[src/rtl/code_pkg.sv]
// Shared types and default sizes for the code shift unit.
// Imported by the holding buffer and the shift unit top.
package code_pkg;

  typedef enum logic {
    IDLE   = 1'b0,
    ACTIVE = 1'b1
  } state_t;

  localparam int CODE_W_DEF    = 8;
  localparam int LEN_W_DEF     = 4;
  localparam int CNT_W_DEF     = 4;
  localparam int SPACE_LEN_DEF = 7;

endpackage

[src/rtl/code_hold_buf.sv]
// One-entry holding buffer with a valid/ready load side.
// Emptied by a pop from the shift unit when it takes the character.
module code_hold_buf
  import code_pkg::*;
#(
  parameter int CODE_W = CODE_W_DEF,
  parameter int LEN_W  = LEN_W_DEF
) (
  input  logic              clock,
  input  logic              reset,
  input  logic [CODE_W-1:0] char_code,
  input  logic [LEN_W-1:0]  char_len,
  input  logic              char_valid,
  output logic              char_ready,
  input  logic              pop,
  output logic [CODE_W-1:0] buf_code,
  output logic [LEN_W-1:0]  buf_len,
  output logic              buf_full
);

  assign char_ready = !buf_full && !reset;

  // An accept only happens while empty, so it never meets a pop.
  always_ff @(posedge clock) begin
    if (reset) begin
      buf_full <= 1'b0;
      buf_code <= '0;
      buf_len  <= '0;
    end else if (char_valid && char_ready) begin
      buf_full <= 1'b1;
      buf_code <= char_code;
      buf_len  <= char_len;
    end else if (pop) begin
      buf_full <= 1'b0;
    end
  end

endmodule

[src/rtl/code_shift_unit.sv]
// Character code shifter: presents one code bit per shft_cnt strobe,
// fed from a one-entry buffer so consecutive characters stream gap-free.
module code_shift_unit
  import code_pkg::*;
#(
  parameter int CODE_W    = CODE_W_DEF,
  parameter int LEN_W     = LEN_W_DEF,
  parameter int CNT_W     = CNT_W_DEF,
  parameter int SPACE_LEN = SPACE_LEN_DEF,
  parameter int MSB_FIRST = 1
) (
  input  logic              clock,
  input  logic              reset,
  input  logic [CODE_W-1:0] charcode_data,
  input  logic [LEN_W-1:0]  charlen_data,
  input  logic              char_valid,
  output logic              char_ready,
  input  logic              shft_cnt,
  output logic              shft_data,
  output logic [CNT_W-1:0]  cntr_data,
  output logic              sym_valid,
  output logic              is_space,
  output logic              char_done
);

  state_t             state;
  logic [CODE_W-1:0]  shftr;
  logic [CNT_W-1:0]   cntr;
  logic               space_f;

  logic [CODE_W-1:0]  buf_code;
  logic [LEN_W-1:0]   buf_len;
  logic               buf_full;

  logic               last;
  logic               xfer;
  logic [CODE_W-1:0]  ld_code;
  logic [CNT_W-1:0]   ld_cntr;
  logic               ld_space;
  logic [CODE_W-1:0]  shifted;
  logic               head;

  code_hold_buf #(
    .CODE_W (CODE_W),
    .LEN_W  (LEN_W)
  ) u_buf (
    .clock      (clock),
    .reset      (reset),
    .char_code  (charcode_data),
    .char_len   (charlen_data),
    .char_valid (char_valid),
    .char_ready (char_ready),
    .pop        (xfer),
    .buf_code   (buf_code),
    .buf_len    (buf_len),
    .buf_full   (buf_full)
  );

  assign last = (state == ACTIVE) && shft_cnt
             && (cntr == CNT_W'(1));
  assign xfer = buf_full && ((state == IDLE) || last);

  // Length 0 is a word space; oversize lengths clamp to the register.
  always_comb begin
    ld_code  = buf_code;
    ld_cntr  = CNT_W'(buf_len);
    ld_space = 1'b0;
    unique case (1'b1)
      (buf_len == '0): begin
        ld_code  = '0;
        ld_cntr  = CNT_W'(SPACE_LEN);
        ld_space = 1'b1;
      end
      (int'(buf_len) > CODE_W): begin
        ld_cntr = CNT_W'(CODE_W);
      end
      default: ;
    endcase
  end

  always_comb begin
    if (MSB_FIRST != 0) begin
      shifted = {shftr[CODE_W-2:0], 1'b0};
      head    = shftr[CODE_W-1];
    end else begin
      shifted = {1'b0, shftr[CODE_W-1:1]};
      head    = shftr[0];
    end
  end

  always_ff @(posedge clock) begin
    if (reset) begin
      state     <= IDLE;
      shftr     <= '0;
      cntr      <= '0;
      space_f   <= 1'b0;
      char_done <= 1'b0;
    end else begin
      char_done <= last;
      if (xfer) begin
        state   <= ACTIVE;
        shftr   <= ld_code;
        cntr    <= ld_cntr;
        space_f <= ld_space;
      end else if (last) begin
        state   <= IDLE;
        shftr   <= '0;
        cntr    <= '0;
        space_f <= 1'b0;
      end else if ((state == ACTIVE) && shft_cnt) begin
        shftr <= shifted;
        cntr  <= cntr - CNT_W'(1);
      end
    end
  end

  assign shft_data = (state == ACTIVE) && !space_f && head;
  assign cntr_data = cntr;
  assign sym_valid = (state == ACTIVE);
  assign is_space  = space_f;

endmodule
[config.mk]
export PLATFORM = sky130hd
export DESIGN_NAME = code_shift_unit
export DESIGN_NICKNAME = d
export VERILOG_FILES = /design/src/rtl/code_pkg.sv /design/src/rtl/code_hold_buf.sv /design/src/rtl/code_shift_unit.sv
export SDC_FILE = /design/constraint.sdc
export NUM_CORES = 1
export LEC_CHECK = 0
export ABC_CLOCK_PERIOD_IN_PS = 1560
export BUFFER_PORTS_ARGS = -buffer_cell sky130_fd_sc_hd__buf_2
export CAP_MARGIN = 20
export CELL_PAD_IN_SITES_DETAIL_PLACEMENT = 0
export CELL_PAD_IN_SITES_GLOBAL_PLACEMENT = 1
export CORE_MARGIN = 10
export CORE_UTILIZATION = 30
export DETAILED_ROUTE_END_ITERATION = 7
export PLACE_DENSITY = 0.62
export SKIP_CTS_REPAIR_TIMING = 1
export SLEW_MARGIN = 25
export SYNTH_ARGS = -nofsm -noshare
export SYNTH_HDL_FRONTEND = slang
export SYNTH_SLANG_ARGS = --single-unit
[constraint.sdc]
create_clock -name clock -period 1.56 [get_ports clock]
set_clock_uncertainty 0.1 [all_clocks]
set_input_delay 0.156 -clock clock [delete_from_list [all_inputs] [get_ports clock]]
set_output_delay 0.156 -clock clock [all_outputs]
set_load 0.05 [all_outputs]
==> impl_metrics.yaml <==
status:
  status: "finished with violations"
  violations: "hold timing, setup timing"
finish:
  final_util: 0.473
  final_area_mm2: 0.00189
  nNetsFinal: 217
  final_cell_mix: "nand2_1 (27), buf_2 (24), o21ai_0 (23), dfxtp_1 (23), buf_4 (17)"
  syn_to_final_growth_pct: 51.7
  drive_gt1_frac: 0.389
  final_common_cell: "nand2_1"
  layoutNonFillerInstCount: 248
  antennaDiodeCount: 0
drt:
  ant_nets: 0
  drc: 0
  viasPerCell: 4.85
  firstDrtPassIters: 4
  wirelength_um: 3550
  vias: 1204
  avgRoutedWirePerCell_um: 14.3
  drtIter0Drc: 61
worst_setup_path:
  cpLargestDelayFamily: "compound AO/OA/AOI/OAI gates"
  worst_ep_arrival_time_ps: 1710
  max_stage_delay_ps: 370
  path_class: "reg2reg"
  critPathSlowestCell: "dfxtp_4"
  start_kind: "flop"
  cp_max_fo: 5
  critPathCaptureType: "flop"
  critPathBufInv: 2
  required_ps: 1630
  r2r_start: "cntr_data[1]"
  crit_path_start: "cntr_data[1]"
  path_cells: "inv_4, ha_4, nor3b_4, buf_6, a31oi_4, a221oi_2, nor2_1"
yosys:
  async_flop_share: 0
  synth_seq_area_share: 0.450
  synth_ff_type: "dfxtp_1"
  synth-edff-count: 0
  syn-cell-area_mm2: 0.00125
  ys_ff_latch: 28
  avgSynthCellArea_um2: 8.54
  syn_nets: 164
  yosysWarnings: 0
  synthCells: 146
  yosysUniqueCellTypes: 34
floorplan:
  ioPinCount: 25
  core_area_mm2: 0.00400
  die_h_um: 84.5
  dieArea_mm2: 0.00713
  fp.dieW_um: 84.5
  num_rows: 23
  start_util: 0.312
timing:
  post-route-min-period_ps: 1640
  fin_ws_ps: -78.5
  tightestPinTransition_ps: 314
  tns_ps: -414
  rsz0062_at_grt: "true"
  relSlewSlack: 0.791
  fmax_mhz: 610
  setup_viol: 9
  drv_slew: 0
  period_share: 1.05
  hold_ws_ps: -40.4
  hold_violations: 1
grt:
  antenna_found_initial: 0
  grt_max_degree: 25
  grt_pass1_wl_um: 5470
  grt_overflow: 0
  grt_pass1_vias: 1104
  gr-usage-all-layers: 0.0905
clock_network:
  cts-root-buf: "clkbuf_8"
  cts_tree: "done"
  clock_latency_ps: 280
  cts_buffers: 3
  clkTransAtPathRegs_ps: 110
  cts.sinks: 28
  clk_path_buf_depth: 2
  ctsHtreeMaxLevel: 1
placement:
  pre_cts_slack_ps: -56.7
  placedCellCount: 226
  gp_congestion: 0.869
  dp_hpwl_um: 2350
  place.port_buffers: 24
  place_area_mm2: 0.00161
job:
  cap_violations: 0
pwr:
  leakage_nw: 0.753
  power_mw: 1.84
  ir_drop_mv: 0.358
  powerDensity_mw_per_mm2: 972
worst_hold_path:
  worstHoldPathType: "in2reg"
  hold_path.startpoint: "charlen_data[0]"
area by class of cell:
class	count	area [µm²]
Sequential cell	28	574
Timing Repair Buffer	55	400
Tap cell	50	62.6
Fill cell	391	2110
Clock buffer	4	66.3
Inverter	5	21.3
Multi-Input combinational cell	106	766
logic make-up after synthesis:
kind of cell               after synthesis  share of synthesized area
xor gates and xnor gates                 1                    0.00703
adders and majority gates                2                     0.0201
buffers and inverters                   13                     0.0472
AOI/OAI and AO/OA                       50                      0.274
and+or+nand+nor                         52                      0.202
DFF                                     28                      0.450
synthesized netlist by cell type, types with 2 or more instances:
| cell type | instances | area, µm² |
|---|---|---|
| a21oi_1 | 5 | 25.0 |
| a221oi_1 | 8 | 70.1 |
| a22oi_1 | 2 | 15.0 |
| buf_2 | 5 | 25.0 |
| clkbuf_1 | 2 | 7.51 |
| dfxtp_1 | 28 | 561 |
| ha_1 | 2 | 25.0 |
| inv_1 | 5 | 18.8 |
| nand2_1 | 27 | 101 |
| nand3_1 | 2 | 10.0 |
| nor2_1 | 15 | 56.3 |
| o21ai_0 | 23 | 115 |
registers in the layout, summed over array words and instances, names as in the netlist:
name	count
char_done	1
sym_valid	1
cntr_data	4
u_buf.buf_len	4
u_buf.buf_code	8
is_space	1
shftr	8
u_buf.buf_full	1
path summary, 6_finish.rpt:
path	to	slack, ps	cells after the start
max reg2reg	shftr[3]	-80	7
min	u_buf.buf_len[0]	-40	3
max	shftr[3]	-80	7
min reg2reg	u_buf.buf_code[4]	380	2
where the power goes:
part	switching, mW	internal, mW	total (mW)
combinational	0.260	0.213	0.472
sequential	0.0642	0.776	0.840
clock	0.246	0.280	0.526
routing by layer:
| layer | up-vias | wire [µm] | track usage |
|---|---|---|---|
| met3 | 2 | 163 | 0.0232 |
| met2 | 22 | 1640 | 0.137 |
| met5 | - | 0 | 0 |
| li1 | 627 | - | - |
| met1 | 553 | 1730 | 0.121 |
| met4 | 0 | 19 | 0.0314 |
worst min-delay path, delay by kind of cell:
family	cells	cell delay [ps]
buffers and inverters	1	70
AO/OA/AOI/OAI	1	50
AND/OR/NAND/NOR	1	30
(Power assumes the default switching activity.)
